File: src/rtl/result_packer.sv
// result_packer: packs DATA_W-bit samples into PACK_N-lane words and
// queues them in a FIFO_DEPTH-entry output FIFO with a sticky overflow flag.
module result_packer #(
  parameter int unsigned DATA_W     = 4,
  parameter int unsigned PACK_N     = 4,
  parameter int unsigned FIFO_DEPTH = 4
) (
  input  logic                               clk,
  input  logic                               rst,
  input  logic [DATA_W-1:0]                  in_data,
  input  logic                               in_valid,
  input  logic                               flush,
  input  logic                               ovf_clr,
  output logic [DATA_W*PACK_N-1:0]           out_data,
  output logic [PACK_N-1:0]                  out_keep,
  output logic                               out_valid,
  input  logic                               out_ready,
  output logic [$clog2(FIFO_DEPTH+1)-1:0]    level,
  output logic                               overflow
);

  localparam int unsigned WORD_W = DATA_W * PACK_N;
  localparam int unsigned CNT_W  = $clog2(PACK_N);
  localparam int unsigned PTR_W  = $clog2(FIFO_DEPTH);
  localparam int unsigned LVL_W  = $clog2(FIFO_DEPTH + 1);

  // Packing state
  logic [CNT_W-1:0]              lane_cnt;
  logic [PACK_N-1:0][DATA_W-1:0] lanes;

  // FIFO storage and pointers
  logic [WORD_W-1:0] mem_data [FIFO_DEPTH];
  logic [PACK_N-1:0] mem_keep [FIFO_DEPTH];
  logic [PTR_W-1:0]  wr_ptr;
  logic [PTR_W-1:0]  rd_ptr;

  // Combinational next-state terms
  logic [WORD_W-1:0] word_c;
  logic [PACK_N-1:0] keep_c;
  logic              complete_c;
  logic              push_c;
  logic              pop_c;
  logic              full_c;
  logic              write_c;
  logic              drop_c;
  logic [PTR_W-1:0]  rd_next_c;
  logic [LVL_W-1:0]  level_next_c;
  logic [WORD_W-1:0] head_data_c;
  logic [PACK_N-1:0] head_keep_c;

  // Assemble the candidate word: stored lanes plus this cycle's sample, zeros above
  always_comb begin
    word_c = '0;
    keep_c = '0;
    for (int unsigned i = 0; i < PACK_N; i++) begin
      if (CNT_W'(i) < lane_cnt) begin
        word_c[i*DATA_W +: DATA_W] = lanes[i];
        keep_c[i]                  = 1'b1;
      end else if (in_valid && (CNT_W'(i) == lane_cnt)) begin
        word_c[i*DATA_W +: DATA_W] = in_data;
        keep_c[i]                  = 1'b1;
      end
    end
  end

  // Push/pop decisions; a pop frees the slot a same-cycle push needs when full
  always_comb begin
    complete_c = in_valid && (lane_cnt == CNT_W'(PACK_N - 1));
    push_c     = complete_c || (flush && ((lane_cnt != '0) || in_valid));
    pop_c      = out_valid && out_ready;
    full_c     = (level == LVL_W'(FIFO_DEPTH));
    write_c    = push_c && (!full_c || pop_c);
    drop_c     = push_c && full_c && !pop_c;
  end

  // Next read pointer, occupancy and head word (bypass when the head is being written)
  always_comb begin
    rd_next_c    = pop_c ? rd_ptr + PTR_W'(1) : rd_ptr;
    level_next_c = level;
    case ({write_c, pop_c})
      2'b10:   level_next_c = level + LVL_W'(1);
      2'b01:   level_next_c = level - LVL_W'(1);
      default: level_next_c = level;
    endcase
    head_data_c = '0;
    head_keep_c = '0;
    if (level_next_c != '0) begin
      if (write_c && (rd_next_c == wr_ptr)) begin
        head_data_c = word_c;
        head_keep_c = keep_c;
      end else begin
        head_data_c = mem_data[rd_next_c];
        head_keep_c = mem_keep[rd_next_c];
      end
    end
  end

  // Lane counter and lane storage; any push (or drop) restarts at lane 0
  always_ff @(posedge clk or negedge rst) begin
    if (!rst) begin
      lane_cnt <= '0;
      lanes    <= '0;
    end else if (push_c) begin
      lane_cnt <= '0;
      lanes    <= '0;
    end else if (in_valid) begin
      lanes[lane_cnt] <= in_data;
      lane_cnt        <= lane_cnt + CNT_W'(1);
    end
  end

  // FIFO array write
  always_ff @(posedge clk or negedge rst) begin
    if (!rst) begin
      for (int unsigned i = 0; i < FIFO_DEPTH; i++) begin
        mem_data[i] <= '0;
        mem_keep[i] <= '0;
      end
    end else if (write_c) begin
      mem_data[wr_ptr] <= word_c;
      mem_keep[wr_ptr] <= keep_c;
    end
  end

  // FIFO pointers, occupancy and registered head outputs
  always_ff @(posedge clk or negedge rst) begin
    if (!rst) begin
      wr_ptr    <= '0;
      rd_ptr    <= '0;
      level     <= '0;
      out_valid <= 1'b0;
      out_data  <= '0;
      out_keep  <= '0;
    end else begin
      if (write_c) begin
        wr_ptr <= wr_ptr + PTR_W'(1);
      end
      rd_ptr    <= rd_next_c;
      level     <= level_next_c;
      out_valid <= (level_next_c != '0);
      out_data  <= head_data_c;
      out_keep  <= head_keep_c;
    end
  end

  // Sticky overflow; a drop in the same cycle as a clear wins
  always_ff @(posedge clk or negedge rst) begin
    if (!rst) begin
      overflow <= 1'b0;
    end else if (drop_c) begin
      overflow <= 1'b1;
    end else if (ovf_clr) begin
      overflow <= 1'b0;
    end
  end

endmodule

File: config.mk
export PLATFORM = sky130hd
export DESIGN_NAME = result_packer
export DESIGN_NICKNAME = d
export VERILOG_FILES = /design/src/rtl/result_packer.sv
export SDC_FILE = /design/constraint.sdc
export NUM_CORES = 1
export LEC_CHECK = 0
export CAP_MARGIN = 5
export CORE_MARGIN = 10
export CORE_UTILIZATION = 41
export CTS_CLUSTER_DIAMETER = 150
export DETAILED_ROUTE_END_ITERATION = 12
export PLACE_DENSITY = 0.56
export SETUP_SLACK_MARGIN = 0.05
export SLEW_MARGIN = 40
export SYNTH_ARGS = -nofsm -noshare
export SYNTH_HDL_FRONTEND = slang
export SYNTH_SLANG_ARGS = --single-unit
File: constraint.sdc
create_clock -name clk -period 6.95 [get_ports clk]
set_input_delay 1.0425 -clock clk [delete_from_list [all_inputs] [get_ports clk]]
set_output_delay 1.0425 -clock clk [all_outputs]
set_load 0.02 [all_outputs]
==> impl_metrics.env, run 1 <==
export IMPL_grt_pass1_wl_um=27370
export IMPL_maxCapViolations=0
export IMPL_numCtsBuffers=17
export IMPL_maxSlewViolCount=0
export IMPL_final_cell_mix="122 x dfrtp_1, 121 x o21ai_0, 102 x nand2_1"
export IMPL_clk_latency_ps=420
export IMPL_place_area_um2=6665
export IMPL_cts_tree="yes"
export IMPL_postCtsSetupBuffers=0
export IMPL_drt_iter0_markers=374
export IMPL_finalCritPeriodShare_pct=65.42
export IMPL_pin_count=35
export IMPL_synthDistinctLibCells=43
export IMPL_antenna_cells=0
export IMPL_drc_errors=0
export IMPL_nets=680
export IMPL_r2r_start="out_valid"
export IMPL_rows=45
export IMPL_fillers=1408
export IMPL_start_util_pct=41.56
export IMPL_period_needed_ps=4547
export IMPL_endpoint_kind="flop"
export IMPL_worst_setup_path_type="in2reg"
export IMPL_clkSinkCount=123
export IMPL_place_ws_ps=2124
export IMPL_htreeDepth=4
export IMPL_p_per_area_nw_per_um2=505.0
export IMPL_track_usage_pct=17.11
export IMPL_yosysSeqAreaShare_pct=49.08
export IMPL_ys_seq_elements=123
export IMPL_fin_cells=859
export IMPL_setup_slack_ps=2403
export IMPL_syn_nets=672
export IMPL_status="finished clean"
export IMPL_clockBufferDepth=2
export IMPL_die_h_um=143.7
export IMPL_relSlewSlack_pct=49.62
export IMPL_grt_pass1_vias=5045
export IMPL_avgViaCountPerCell=5.768
export IMPL_cts_resized=0
export IMPL_overflow=0
export IMPL_fp_coreArea_um2=15090
export IMPL_p_leak_nw=2.987
export IMPL_met1Wirelength_um=8024
export IMPL_first_pass_iters=5
export IMPL_tightest_slew_ps=755.8
export IMPL_finalSetupViolCount=0
export IMPL_rsz0062_at_grt="no"
export IMPL_cts_root_buf="clkbuf_16"
export IMPL_rr_worst_depth=11
export IMPL_fin_skew_ps=6.401
export IMPL_max_freq_mhz=219.9
export IMPL_num_vias=4955
export IMPL_synth_cells=651
export IMPL_drive_gt1_share_pct=14.90
export IMPL_hold_path_depth=1
export IMPL_synth_avg_cell_area_um2=9.633
export IMPL_tns_ps=0
export IMPL_post_place_cells=828
export IMPL_top_layer_used="met4"
export IMPL_cts_hold_buf=0
export IMPL_clkTransAtPathRegs_ps=50
export IMPL_ant_nets=0
export IMPL_wl_per_cell_um=19.29
export IMPL_cp_arrival_ps=4840
export IMPL_wl_met2_um=7513
export IMPL_grt_max_degree=86
export IMPL_wl_met3_um=716
export IMPL_dieWidth_um=143.7
export IMPL_antenna_found_initial=0
export IMPL_cp_required_ps=7240
export IMPL_place_congestion=0.8197
export IMPL_dpl_hpwl_um=10220
export IMPL_worst_hold_startpoint="mem_keep[0]"
export IMPL_ir_drop_v=0.0002661
export IMPL_routed_wl_um=16570
export IMPL_portBuffers=34
export IMPL_critPathLaunchType="input pin"
export IMPL_die_area_um2=20640
export IMPL_startpoint="out_ready"
export IMPL_design_area_um2=7310
export IMPL_netlist_area_um2=6271
export IMPL_mostFrequentLayoutCell="dfrtp_1"
export IMPL_min_path_type="reg2reg"
export IMPL_final_hold_violation_count=0
export IMPL_yosysWarningCount=0
export IMPL_cp_max_fo=44
export IMPL_syn2layout_area_growth_pct=16.56
report_power, final:
group	internal, mW	switching (mW)
clock network	0.644	0.308
registers	0.974	0.177
logic	0.632	0.956
through the flow:
stage,util [%],power (mW),hold WS [ps]
floorplan,-,2.298,428.5
global placement,44.09,2.681,445.5
detailed placement,44.17,2.737,451.1
CTS,48.39,3.704,464.5
global route,48.44,3.946,502.6
finish,48.44,3.691,463.5
logic make-up (layout without fill, tap and decap cells):
kind of cell,count (synthesis),after routing,synth area share (%)
AO/OA/AOI/OAI,235,235,24.72
XOR/XNOR,7,7,0.9777
adder cells (fa/ha/maj),11,11,2.314
buffers and inverters,66,86,5.028
flip-flops,123,123,49.08
multiplexers,22,22,3.931
AND/OR/NAND/NOR,187,187,13.95
cell usage after synthesis (all sizes together):
cell,instances,area share [%]
a32o,1,0.16
nand3,13,1.0
o22ai,20,2.0
o221ai,19,2.7
ha,10,2.0
mux2,21,3.8
mux2i,1,0.16
nand3b,2,0.24
clkbuf,30,1.8
nand2b,6,0.60
dfrtp,123,49
xnor2,7,0.98
nor3,20,1.6
or3,1,0.10
a211oi,15,3.1
a21o,2,0.24
a22oi,18,3.1
a222oi,1,0.16
and2,1,0.14
nor2,16,0.96
nand2,102,6.1
a31o,1,0.14
fa,1,0.32
a311oi,5,0.70
nor4b,1,0.14
and3b,1,0.14
a21oi,26,2.1
inv,9,0.54
o21ai,121,9.7
a31oi,5,0.60
buf,27,2.7
nor2b,5,0.62
nor3b,19,2.3
o21a,1,0.12
critical path, cell delays in order:
cell and delay [ps]:
clkdlybuf4s50_1 480, nand2_1 90, buf_4 420, clkinv_2 690, ha_1 500, fa_1 390
xnor2_1 160, o21ai_0 220, nor4b_2 230, buf_4 380, a31o_2 170, a21oi_1 40
layout make-up:
class                           instances  area, µm²  area share (%)
Clock inverter                          7      135.1           1.849
Timing Repair Buffer                   46      426.7           5.837
Clock buffer                           24      501.7           6.864
Multi-Input combinational cell        462       2897           39.63
Inverter                                9      35.03          0.4793
Tap cell                              188      235.2           3.218
Sequential cell                       123       3079           42.13
sequential cells by signal, summed over array words and instances, names as in the netlist:
name       cells
out_valid      1
level          3
wr_ptr         2
overflow       1
mem_keep      16
rd_ptr         2
out_data      16
lanes         12
out_keep       4
lane_cnt       2
mem_data      64
routing by layer:
metal	track usage [%]	vias up
met4	6.341	0
li1	-	2370
met1	22.62	2420
met3	4.356	30
met5	0	-
met2	26.41	135
final timing paths:
path | endpoint | slack [ps]
max | out_data[11] | 2400
min | mem_keep[0] | 460
max reg2reg | out_data[11] | 3080
min reg2reg | mem_keep[0] | 460
max in group asynchronous | rd_ptr[0] | 5190
min in group asynchronous | mem_keep[8] | 640
(Power assumes the default switching activity.)
==> run 2, diff against run 1 <==
Clock period 6.95 ns to 4.2 ns, I/O delays scaled along.
==> impl_metrics.env, run 2 (synthesis results as in run 1) <==
export IMPL_cp_required_ps=4500
export IMPL_clockBufferDepth=2
export IMPL_fillers=1458
export IMPL_crit_path_max_incr_delay_ps=590
export IMPL_cts_root_buf="clkbuf_16"
export IMPL_min_path_type="in2async"
export IMPL_final_hold_violation_count=0
export IMPL_antenna_cells=0
export IMPL_overflow=0
export IMPL_track_usage_pct=17.12
export IMPL_ir_drop_v=0.0004308
export IMPL_grt_pass1_vias=5011
export IMPL_grt_pass1_wl_um=27400
export IMPL_numCtsBuffers=17
export IMPL_regMostFlops="mem_data"
export IMPL_period_needed_ps=3463
export IMPL_place_congestion=0.8242
export IMPL_drc_errors=0
export IMPL_tns_ps=0
export IMPL_final_cell_mix="122 x dfrtp_1, 121 x o21ai_0, 102 x nand2_1"
export IMPL_rows=45
export IMPL_top_layer_used="met4"
export IMPL_nets=685
export IMPL_worstReg2RegEnd="out_data[11]"
export IMPL_fin_util_pct=48.33
export IMPL_dpl_hpwl_um=10250
export IMPL_first_pass_iters=5
export IMPL_mostFrequentLayoutCell="dfrtp_1"
export IMPL_finalCritPeriodShare_pct=82.45
export IMPL_routed_wl_um=16730
export IMPL_cts_tree="yes"
export IMPL_postCtsSetupBuffers=0
export IMPL_whs_ps=277.9
export IMPL_portBuffers=34
export IMPL_cp_cell_sequence="inv_1 -> ha_1 -> nor2b_4 -> a211oi_4 -> inv_1 -> ha_1 -> fa_1 -> xnor2_1 -> o21ai_0 -> nor4b_2 -> buf_4 -> a31o_2 -> a21oi_1"
export IMPL_clkTransAtPathRegs_ps=60
export IMPL_grt_max_degree=78
export IMPL_cts_resized=0
export IMPL_r2r_start="lane_cnt[1]"
export IMPL_start_util_pct=41.56
export IMPL_max_freq_mhz=288.8
export IMPL_finalSetupViolCount=0
export IMPL_tightest_slew_ps=755.3
export IMPL_clk_latency_ps=420
export IMPL_cts_hold_buf=0
export IMPL_rr_worst_depth=13
export IMPL_num_vias=4964
export IMPL_wl_met3_um=808
export IMPL_dieWidth_um=143.7
export IMPL_drive_gt1_share_pct=15.36
export IMPL_cp_max_fo=21
export IMPL_critPathLaunchType="flop"
export IMPL_drt_iter0_markers=380
export IMPL_wl_met2_um=7941
export IMPL_fin_skew_ps=14.08
export IMPL_relSlewSlack_pct=49.46
export IMPL_cp_arrival_ps=3760
export IMPL_syn2layout_area_growth_pct=16.30
export IMPL_reg_top3="mem_data x64, mem_keep x16, out_data x16"
export IMPL_regToRegSetupSlack_ps=740
export IMPL_p_per_area_nw_per_um2=820.9
export IMPL_fp_coreArea_um2=15090
export IMPL_die_h_um=143.7
export IMPL_endpoint_kind="flop"
export IMPL_fin_total_pwr_mw=5.987
export IMPL_rsz0062_at_grt="no"
export IMPL_avgViaCountPerCell=5.739
export IMPL_antenna_found_initial=0
export IMPL_clkSinkCount=123
export IMPL_ant_nets=0
export IMPL_cp_slowest_cell="dfrtp_1"
export IMPL_met1Wirelength_um=7770
export IMPL_pin_count=35
export IMPL_worst_setup_path_type="reg2reg"
export IMPL_status="finished clean"
export IMPL_maxSlewViolCount=0
export IMPL_p_leak_nw=2.983
export IMPL_htreeDepth=4
export IMPL_die_area_um2=20640
export IMPL_wl_per_cell_um=19.34
export IMPL_maxCapViolations=0
export IMPL_largest_register_ffs=64
[run 2: changes by cell type in the layout (fill, tap and decap cells not counted), sizes merged]
cell	change
bufinv	-1
clkinvlp	+2
clkdlybuf4s50	+1
buf	+4
clkinv	+3
clkbuf	-4
inv	+1
[run 2: stage by stage]
stage | setup slack [ps] | std cells | cell area (µm²)
3_3_place_gp | 692.6 | 833 | 6698
4_1_cts | 719.3 | 865 | 7293
2_1_floorplan | 961.5 | 651 | 6271
3_5_place_dp | 604.1 | 833 | 6699
6_report | 737.1 | 865 | 7293
5_1_grt | 529.7 | 865 | 7293
[run 2: worst max-delay path by stage]
stage | to | depth (start not counted) | slack, ps | startpoint
2_1_floorplan | out_data[12] | 13 | 960 | lane_cnt[0]
3_3_place_gp | out_data[11] | 12 | 690 | out_ready
3_5_place_dp | out_data[11] | 12 | 600 | out_ready
4_1_cts | out_data[11] | 13 | 720 | lane_cnt[1]
5_1_grt | out_data[11] | 13 | 530 | lane_cnt[1]
6_report | out_data[11] | 13 | 740 | lane_cnt[1]
[run 2: final cells by class]
cell class	count	area (µm²)	area share [%]
sequential	123	3079	42.22
multi-input combinational	462	2885	39.56
timing repair buffer	51	465.4	6.382
clock buffer	20	446.7	6.125
tap	188	235.2	3.225
clock inverter	12	147.6	2.024
inverter	9	33.78	0.4632
[run 2: critical path: cells and delay by family, from the launching register on]
family          cells  cell delay (ps)
buf+inv             3              590
compound gates      4              630
fa+ha+maj           3              920
simple gates        2              430
flops               1              590
xor+xnor            1              160
[run 2: layer usage]
metal,global-route usage [%],up-vias
met3,4.224,20
met4,5.481,0
met1,22.00,2442
met2,27.70,130
li1,-,2372
met5,0,-
[run 2: power by group]
group | leakage (nW) | switching [mW] | internal [mW] | total [mW]
clock network | 0.290 | 0.524 | 0.943 | 1.47
registers | 1.62 | 0.308 | 1.61 | 1.92
logic | 1.07 | 1.55 | 1.05 | 2.60
total | 2.98 | 2.38 | 3.61 | 5.99
==> run 3, diff against run 2 <==
Clock period 4.2 ns to 3.2 ns, I/O delays scaled along.
==> impl_metrics.env, run 3 (synthesis results as in run 1) <==
export IMPL_avgViaCountPerCell=5.720
export IMPL_rsz0062_at_grt="no"
export IMPL_overflow=0
export IMPL_design_area_um2=7508
export IMPL_fin_skew_ps=12.55
export IMPL_antenna_cells=0
export IMPL_clk_latency_ps=430
export IMPL_pin_count=35
export IMPL_drt_iter0_markers=423
export IMPL_p_per_area_nw_per_um2=1104
export IMPL_switching_share_pct=38.72
export IMPL_cp_arrival_ps=3240
export IMPL_largest_register_ffs=64
export IMPL_hold_path_depth=1
export IMPL_place_congestion=0.7989
export IMPL_regMostFlops="mem_data"
export IMPL_maxCapViolations=0
export IMPL_antenna_found_initial=0
export IMPL_clockBufferDepth=2
export IMPL_drc_errors=0
export IMPL_fp_coreArea_um2=15090
export IMPL_worst_setup_path_type="reg2reg"
export IMPL_clockPowerShare_pct=25.7
export IMPL_p_leak_nw=3.087
export IMPL_post_place_cells=845
export IMPL_r2r_start="lane_cnt[0]"
export IMPL_syn2layout_area_growth_pct=19.73
export IMPL_cp_required_ps=3520
export IMPL_min_path_type="reg2reg"
export IMPL_power_frac_seq_pct=30.4
export IMPL_drive_gt1_share_pct=16.96
export IMPL_fin_total_pwr_mw=8.292
export IMPL_wl_per_cell_um=19.33
export IMPL_regToRegSetupSlack_ps=270
export IMPL_tightest_slew_ps=747.2
export IMPL_maxSlewViolCount=0
export IMPL_final_hold_violation_count=0
export IMPL_worst_hold_startpoint="mem_keep[0]"
export IMPL_startpoint="lane_cnt[0]"
export IMPL_endpoint_kind="flop"
export IMPL_ant_nets=0
export IMPL_finalCritPeriodShare_pct=91.51
export IMPL_dieWidth_um=143.7
export IMPL_whs_ps=457.9
export IMPL_cp_max_fo=12
export IMPL_worstReg2RegEnd="out_data[15]"
export IMPL_status="finished clean"
export IMPL_relSlewSlack_pct=50.01
export IMPL_p_switching_mw=3.211
export IMPL_reg_top3="mem_data x64, mem_keep x16, out_data x16"
export IMPL_cts_root_buf="clkbuf_16"
export IMPL_final_cell_mix="121 x dfrtp_1, 120 x o21ai_0, 102 x nand2_1"
export IMPL_fin_util_pct=49.76
export IMPL_numCtsBuffers=17
export IMPL_grt_pass1_wl_um=28430
export IMPL_first_pass_iters=4
export IMPL_track_usage_pct=17.83
export IMPL_grt_max_degree=81
export IMPL_clkTransAtPathRegs_ps=50
export IMPL_fin_cells=878
export IMPL_mostFrequentLayoutCell="dfrtp_1"
export IMPL_htreeDepth=4
export IMPL_dpl_hpwl_um=10620
export IMPL_period_needed_ps=2928
export IMPL_whs_endpoint="mem_keep[0]"
export IMPL_finalSetupViolCount=0
export IMPL_rows=45
export IMPL_ir_drop_v=0.0005755
export IMPL_die_area_um2=20640
export IMPL_rr_worst_depth=13
export IMPL_critPathLaunchType="flop"
export IMPL_max_freq_mhz=341.5
export IMPL_cts_tree="yes"
export IMPL_routed_wl_um=16980
export IMPL_grt_pass1_vias=5159
export IMPL_postCtsSetupBuffers=0
export IMPL_p_int_mw=5.081
export IMPL_start_util_pct=41.56
export IMPL_place_area_um2=6838
export IMPL_die_h_um=143.7
export IMPL_num_vias=5022
export IMPL_portBuffers=34
export IMPL_clkSinkCount=123
export IMPL_p_comb_share_pct=43.9
export IMPL_nets=698
run 3: cell types whose count changed in the layout (fill, tap and decap cells not counted), sizes merged:
cell         change
clkbuf           +1
buf             +12
dlygate4sd3      +1
clkinv           -4
bufinv           +2
clkinvlp         +1
run 3: cell type report:
| class | instances | area, µm² |
|---|---|---|
| clock buffers | 21 | 460.4 |
| fillers | 1429 | 7581 |
| inverters | 9 | 33.78 |
| multi-input cells | 462 | 2892 |
| clock inverters | 11 | 191.4 |
| repair buffers | 64 | 615.6 |
| well taps | 188 | 235.2 |
| flip-flops and latches | 123 | 3080 |
run 3: critical path, stage by stage (launching register included):
cell	delay, ps
dfrtp_2	400
inv_1	80
ha_1	220
nor2b_4	160
a211oi_4	220
inv_1	70
ha_1	250
fa_1	420
xnor2_2	160
nor3_1	210
nor4b_2	90
buf_4	170
buf_12	150
a311oi_1	220
run 3: through the flow:
step	setup WS [ps]	TNS [ps]
after floorplan	67.88	0
after global placement	27.99	0
after detailed placement	-70.55	-349.8
after CTS	176.1	0
after global routing	57.41	0
final	271.8	0
run 3: power by group through the flow:
stage	sequential (mW)	combinational [mW]	clock [mW]
global route	2.61	4.03	2.25
CTS	2.52	3.64	2.17
global placement	2.53	3.53	0
floorplan	2.56	2.43	0
finish	2.52	3.64	2.13
detailed placement	2.54	3.61	0
run 3: how the worst max path moves through the flow:
stage | end | slack, ps | cells past startpoint
floorplan | out_keep[0] | 70 | 13
global placement | out_data[7] | 30 | 12
detailed placement | out_data[14] | -70 | 12
CTS | out_data[14] | 180 | 13
global route | out_data[14] | 60 | 13
finish | out_data[15] | 270 | 13
run 3: repair_timing:
item,in CTS,in global routing
hold endpoints to repair,15,0
gates resized for setup,0,3
hold buffers,1,0
setup endpoints to repair,0,19
run 3: routing by layer:
metal | up-vias | share of wire [%] | global-route usage, %
met2 | 111 | 47 | 27.97
met5 | - | 0 | 0
met4 | 0 | 0.91 | 5.320
li1 | 2404 | - | -
met1 | 2492 | 47 | 23.63
met3 | 15 | 4.5 | 4.653
